<file path="config.mk">
export PLATFORM = sky130hd
export DESIGN_NAME = regfile_bypass_dbg
export DESIGN_NICKNAME = d
export VERILOG_FILES = /design/src/rtl/regfile_pkg.sv /design/src/rtl/regfile_dump_fsm.sv /design/src/rtl/regfile_bypass_dbg.sv
export SDC_FILE = /design/constraint.sdc
export NUM_CORES = 2
export LEC_CHECK = 0
export CORE_MARGIN = 4
export CORE_UTILIZATION = 65
export DETAILED_ROUTE_END_ITERATION = 8
export GPL_ROUTABILITY_DRIVEN = 0
export HOLD_SLACK_MARGIN = 0.02
export PLACE_DENSITY = 0.8
export SYNTH_ARGS = -nofsm -noshare
export SYNTH_HDL_FRONTEND = slang
export SYNTH_SLANG_ARGS = --single-unit
</file>
<file path="constraint.sdc">
create_clock -name clk -period 69.9 [get_ports clk]
set_input_delay 10.485 -clock clk [delete_from_list [all_inputs] [get_ports clk]]
set_output_delay 10.485 -clock clk [all_outputs]
set_load 0.005 [all_outputs]
</file>
<file path="src/rtl/regfile_pkg.sv">
`default_nettype none
// +------------------------------------------------------------------+
// | Module      : regfile_pkg                                        |
// | Description : Shared constants and dump-engine state encoding    |
// |               for the bypassing register file.                   |
// | Revision    : 1.0 - initial release                              |
// +------------------------------------------------------------------+
package regfile_pkg;

   // Default geometry: 32 x 32-bit registers addressed by 5 bits
   localparam int C_DEF_DATA_W = 32;
   localparam int C_DEF_ADDR_W = 5;
   localparam int C_DEF_DEPTH  = 32;

   // Dump engine states
   typedef enum logic [1:0] {
      IDLE = 2'd0,
      SEND = 2'd1,
      DONE = 2'd2
   } dump_state_t;

endpackage : regfile_pkg
`default_nettype wire

</file>
<file path="src/rtl/regfile_dump_fsm.sv">
`default_nettype none
// +------------------------------------------------------------------+
// | Module      : regfile_dump_fsm                                   |
// | Description : Serial register-dump engine. Walks every index,    |
// |               presenting one valid/ready beat per register, then |
// |               pulses done for one cycle. Owns the beat snapshot. |
// | Revision    : 1.0 - initial release                              |
// +------------------------------------------------------------------+
module regfile_dump_fsm
   import regfile_pkg::*;
#(
   parameter int DATA_W = C_DEF_DATA_W,
   parameter int ADDR_W = C_DEF_ADDR_W,
   parameter int DEPTH  = C_DEF_DEPTH
) (
   input  logic              clk,
   input  logic              rst,
   input  logic              i_start,
   input  logic              i_ready,
   // index the parent should look up (bypassed) for the next snapshot load
   output logic [ADDR_W-1:0] o_look_idx,
   input  logic [DATA_W-1:0] i_look_data,
   output logic              o_busy,
   output logic              o_valid,
   output logic              o_done,
   output logic [ADDR_W-1:0] o_idx,
   output logic [DATA_W-1:0] o_data
);

   localparam logic [ADDR_W-1:0] C_LAST_IDX = ADDR_W'(DEPTH - 1);

   dump_state_t       r_state;
   dump_state_t       w_state_nxt;
   logic [ADDR_W-1:0] r_idx;
   logic [ADDR_W-1:0] w_idx_nxt;
   logic [DATA_W-1:0] r_snap;
   logic              w_load;

   // State, beat index and snapshot registers; the snapshot only changes
   // when a new index is entered, so a stalled beat holds its value.
   always_ff @(posedge clk or posedge rst) begin
      if (rst) begin
         r_state <= IDLE;
         r_idx   <= '0;
         r_snap  <= '0;
      end else begin
         r_state <= w_state_nxt;
         r_idx   <= w_idx_nxt;
         if (w_load) begin
            r_snap <= i_look_data;
         end
      end
   end

   // Next-state, next-index and handshake outputs
   always_comb begin
      w_state_nxt = r_state;
      w_idx_nxt   = r_idx;
      w_load      = 1'b0;
      o_look_idx  = r_idx + ADDR_W'(1);
      o_valid     = 1'b0;
      o_done      = 1'b0;
      case (r_state)
         IDLE: begin
            o_look_idx = '0;
            if (i_start) begin
               w_state_nxt = SEND;
               w_idx_nxt   = '0;
               w_load      = 1'b1;
            end
         end
         SEND: begin
            o_valid = 1'b1;
            if (i_ready) begin
               if (r_idx == C_LAST_IDX) begin
                  w_state_nxt = DONE;
               end else begin
                  // the lookup is bypassed, so a write this cycle is captured
                  w_idx_nxt = o_look_idx;
                  w_load    = 1'b1;
               end
            end
         end
         DONE: begin
            o_done      = 1'b1;
            w_state_nxt = IDLE;
         end
         default: begin
            w_state_nxt = IDLE;
         end
      endcase
   end

   assign o_busy = (r_state != IDLE);
   assign o_idx  = r_idx;
   assign o_data = r_snap;

endmodule : regfile_dump_fsm
`default_nettype wire

</file>
<file path="src/rtl/regfile_bypass_dbg.sv">
`default_nettype none
// +------------------------------------------------------------------+
// | Module      : regfile_bypass_dbg                                 |
// | Description : DEPTH x DATA_W register file with NRD combinational |
// |               read ports, one synchronous write port, optional   |
// |               hardwired zero register, write-to-read bypass and  |
// |               a handshaked serial debug-dump engine.             |
// | Revision    : 1.0 - initial release                              |
// +------------------------------------------------------------------+
module regfile_bypass_dbg
   import regfile_pkg::*;
#(
   parameter int DATA_W   = C_DEF_DATA_W,
   parameter int ADDR_W   = C_DEF_ADDR_W,
   parameter int DEPTH    = C_DEF_DEPTH,
   parameter int NRD      = 2,
   parameter int ZERO_REG = 1,
   parameter int BYPASS   = 1
) (
   input  logic                  clk,
   input  logic                  rst,
   input  logic [NRD*ADDR_W-1:0] rd_addr,
   output logic [NRD*DATA_W-1:0] rd_data,
   input  logic                  wr_en,
   input  logic [ADDR_W-1:0]     wr_addr,
   input  logic [DATA_W-1:0]     wr_data,
   input  logic                  dump_start,
   output logic                  dump_busy,
   output logic                  dump_valid,
   input  logic                  dump_ready,
   output logic [ADDR_W-1:0]     dump_idx,
   output logic [DATA_W-1:0]     dump_data,
   output logic                  dump_done
);

   // Bits needed to index the storage array itself
   localparam int IDX_W = (DEPTH > 1) ? $clog2(DEPTH) : 1;

   logic [DATA_W-1:0] r_mem [DEPTH];
   logic              w_wr_legal;
   // read lookups: ports 0..NRD-1 are the external ports, slot NRD is the
   // dump engine's snapshot lookup
   logic [ADDR_W-1:0] w_raddr [NRD+1];
   logic [DATA_W-1:0] w_rdata [NRD+1];
   logic [ADDR_W-1:0] w_look_idx;
   logic [DATA_W-1:0] w_look_data;

   function automatic logic addr_in_range(input logic [ADDR_W-1:0] a);
      return 32'(a) < 32'(DEPTH);
   endfunction

   // A write lands only for an existing, non-hardwired register
   assign w_wr_legal = wr_en && addr_in_range(wr_addr) &&
                       !((ZERO_REG != 0) && (wr_addr == '0));

   // Storage array: cleared on reset, single write port
   always_ff @(posedge clk or posedge rst) begin
      if (rst) begin
         for (int i = 0; i < DEPTH; i++) begin
            r_mem[i] <= '0;
         end
      end else if (w_wr_legal) begin
         r_mem[wr_addr[IDX_W-1:0]] <= wr_data;
      end
   end

   for (genvar k = 0; k < NRD; k++) begin : g_rd_port
      assign w_raddr[k]                  = rd_addr[k*ADDR_W +: ADDR_W];
      assign rd_data[k*DATA_W +: DATA_W] = w_rdata[k];
   end

   assign w_raddr[NRD] = w_look_idx;
   assign w_look_data  = w_rdata[NRD];

   // Same read priority for every lookup: zero reg, out of range, bypass,
   // then storage
   for (genvar k = 0; k <= NRD; k++) begin : g_rd_mux
      assign w_rdata[k] =
         ((ZERO_REG != 0) && (w_raddr[k] == '0))                  ? '0      :
         (!addr_in_range(w_raddr[k]))                             ? '0      :
         ((BYPASS != 0) && w_wr_legal && (wr_addr == w_raddr[k])) ? wr_data :
                                                         r_mem[w_raddr[k][IDX_W-1:0]];
   end

   regfile_dump_fsm #(
      .DATA_W (DATA_W),
      .ADDR_W (ADDR_W),
      .DEPTH  (DEPTH)
   ) u_dump_fsm (
      .clk         (clk),
      .rst         (rst),
      .i_start     (dump_start),
      .i_ready     (dump_ready),
      .o_look_idx  (w_look_idx),
      .i_look_data (w_look_data),
      .o_busy      (dump_busy),
      .o_valid     (dump_valid),
      .o_done      (dump_done),
      .o_idx       (dump_idx),
      .o_data      (dump_data)
   );

endmodule : regfile_bypass_dbg
`default_nettype wire

</file>
==> impl_metrics.env <==
export IMPL_status="finished clean"
export IMPL_ant_nets=0
export IMPL_met3_usage_pct=17.0
export IMPL_crit_top_cell="buf_4"
export IMPL_cts_hold_buf=0
export IMPL_rows=116
export IMPL_yosysTopAreaCell="dfrtp_1"
export IMPL_slowest_delay_ns=0.84
export IMPL_drc_errors=0
export IMPL_hold_class="flip-flop to flip-flop"
export IMPL_layout_nets=4708
export IMPL_synth_seq_area_share_pct=40.4
export IMPL_power_switching_w=0.000928
export IMPL_fmax_ghz=0.0383
export IMPL_clkPwrFrac_pct=25.5
export IMPL_dp_hpwl_um=121000
export IMPL_drv_slew=0
export IMPL_grt_overflow_total=0
export IMPL_vdd_drop_max_mv=0.0664
export IMPL_hold_violations=0
export IMPL_drv_cap=0
export IMPL_critPathSlowestCell="buf_4"
export IMPL_fillCellCount=6635
export IMPL_core_sq_mm=0.100
export IMPL_dr_total_vias=49500
export IMPL_synth_xor_area_share_pct=0.249
export IMPL_whs_ns=0.419
export IMPL_intPower_w=0.00151
export IMPL_synth_most_common_cell="dfrtp_1"
export IMPL_fin_util_pct=71.2
export IMPL_cts_root_buf="clkbuf_16"
export IMPL_synthAdderAreaFrac_pct=0.0380
export IMPL_setup_viol=0
export IMPL_synth_cells=4881
export IMPL_seqPwrFrac_pct=35.3
export IMPL_synth_top_family_by_area="multiplexers"
export IMPL_worst_pin_slew_ns=1.43
export IMPL_post_dp_cell_area_sq_mm=0.0676
export IMPL_die_w_um=326
export IMPL_io_pins=156
export IMPL_wire_per_inst_um=37.6
export IMPL_ys_flop_type="dfrtp_1"
export IMPL_ctsResizeCount=0
export IMPL_synth_area_sq_mm=0.0658
export IMPL_cp_required_ns=59.42
export IMPL_post_synth_and_or_nand_nor_area_fraction_pct=3.55
export IMPL_sw_frac_of_total_pct=38.0
export IMPL_pwr_share_comb_pct=39.2
export IMPL_drt_iter0_drc=7927
export IMPL_drive_above_1_share_pct=42.1
export IMPL_crit_type="primary input to output port"
export IMPL_period_needed_ns=26.12
export IMPL_post_cts_setup_buffer_count=0
export IMPL_yosys_warnings=0
export IMPL_cts_tree="yes"
export IMPL_dieArea_sq_mm=0.106
export IMPL_synth_common_cells="dfrtp_1, mux2_2, mux4_2, clkbuf_1, mux2i_1"
export IMPL_top_usage_layer="met2"
export IMPL_synth_top_cell_area_share_pct=40.4
export IMPL_crit_chain="buf_8, buf_4, buf_4, buf_4, mux4_2, mux4_2, mux2i_1, a211oi_1, clkdlybuf4s50_1"
export IMPL_clock_skew_ns=0.0180
export IMPL_worst_skew_pair_late_latency_ns=0.71
export IMPL_cts_inserted_buffers=113
export IMPL_h_tree_depth=3
export IMPL_die_y_um=326
export IMPL_design_area_sq_mm=0.0714
export IMPL_cp_end_kind="output port"
export IMPL_start_util_pct=65.6
export IMPL_path_max_fanout=61
export IMPL_drt_first_pass_iters=8
export IMPL_port_buffers=155
export IMPL_async_flop_share_pct=100
export IMPL_max_slew_margin_pct=4.11
export IMPL_synth_area_per_cell_sq_um=13.5
export IMPL_antenna_found_initial=3
export IMPL_setup_tns_ns=0
export IMPL_cp_start_kind="primary input"
export IMPL_clk_pin_slew_ns=0.06
export IMPL_finalCritPeriodShare_pct=37.4
export IMPL_synth_edf_count=0
export IMPL_rsz0062_at_grt="false"
export IMPL_use_met2_pct=59.8
export IMPL_grt_pass1_vias=49597
export IMPL_grt_max_degree=190
export IMPL_path_delay_family="buffers and inverters"
export IMPL_grtUsageMet1_pct=55.9
export IMPL_vias_per_cell=8.12
export IMPL_p_leak_nw=29.4
export IMPL_clockBufferDepth=3
export IMPL_powerDensity_mw_per_mm2=34.2
export IMPL_gr_usage_all_layers_pct=42.8
export IMPL_synth_compound_area_share_pct=8.46
export IMPL_routed_wl_um=229000
export IMPL_grt_pass1_wl_um=334000
export IMPL_ys_top_cells_by_area="dfrtp_1, mux4_2, mux2_2"
export IMPL_crit_buf_inv=5
export IMPL_synth_nets=4935
export IMPL_synthMuxAreaShare_pct=43.3
export IMPL_cp_arrival_ns=15.63
export IMPL_synth_seq_cells=1063
export IMPL_ys_types=73
export IMPL_areaGrowthSynthToFinish_pct=8.50
export IMPL_cts_sinks=1063
## worst reg2reg max path, stage by stage, from the launching register on
cell	delay, ns
dfrtp_4	0.68
ha_1	0.66
o21a_4	0.97
nand2_4	0.81
buf_4	0.67
o221ai_1	0.33
a31oi_1	0.10
o32ai_1	0.65
a221o_1	0.26
## logic make-up after synthesis
family / Yosys count
mux: 1949
flops: 1063
compound gates: 779
buf+inv: 602
simple gates: 469
xor+xnor: 17
fa+ha+maj: 2
## layout by cell type (no fill, tap or decap), drive strengths merged, types with 106 or more instances in the layout
cell	count
clkbuf	169
nand2	161
mux2	1043
clkdlybuf4s50	145
mux4	611
buf	108
dfrtp	1063
o22ai	106
mux2i	295
## final cells by class
cell class	count	area, sq um	area share (%)
Multi-Input combinational cell	3216	36900	51.7
Sequential cell	1063	26600	37.3
Clock buffer	168	3310	4.63
Timing Repair Buffer	254	2360	3.30
Tap cell	1357	1700	2.38
Clock inverter	34	464	0.650
Inverter	6	40.0	0.0561
Antenna cell	1	2.50	0.00350
## per-stage QoR
step / cells / total power, W / worst slack [ns]
2_1_floorplan: 4881 / 0.00146 / 29.49
3_3_place_gp: 5896 / 0.00175 / 43.88
3_5_place_dp: 5896 / 0.00177 / 43.82
4_1_cts: 6098 / 0.00239 / 43.80
5_1_grt: 6099 / 0.00250 / 43.49
6_report: 6099 / 0.00244 / 43.78
## path summary, 6_finish.rpt
kind / startpoint / end / slack, ns / cells past startpoint
max: rd_addr[5] / rd_data[45] / 43.78 / 9
min: r_mem[1020] / r_mem[1020] / 0.42 / 0
max reg2reg: u_dump_fsm.o_idx[0] / u_dump_fsm.o_data[12] / 64.69 / 8
min reg2reg: r_mem[1020] / r_mem[1020] / 0.42 / 0
max in group asynchronous: rst / r_mem[434] / 56.40 / 5
min in group asynchronous: rst / r_mem[288] / 10.32 / 2
## power groups by stage
stage	registers [W]	clock network [W]	logic [W]
6_report	0.000860	0.000623	0.000956
5_1_grt	0.000871	0.000650	0.000981
4_1_cts	0.000850	0.000623	0.000921
3_5_place_dp	0.000860	0	0.000915
3_3_place_gp	0.000850	0	0.000895
2_1_floorplan	0.000819	0	0.000639
## routing by layer
metal / vias up / wire length [um]
met5: - / 182
met4: 4 / 17900
met3: 1059 / 36200
met2: 4381 / 96700
met1: 25230 / 78100
li1: 18826 / -
## registers in the layout, summed over array words and instances, names as in the netlist
| register | flops |
|---|---|
| u_dump_fsm.o_data | 32 |
| u_dump_fsm.o_idx | 5 |
| u_dump_fsm.r_state | 2 |
| r_mem | 1024 |
Note: power is estimated with default switching activity, not from simulation.
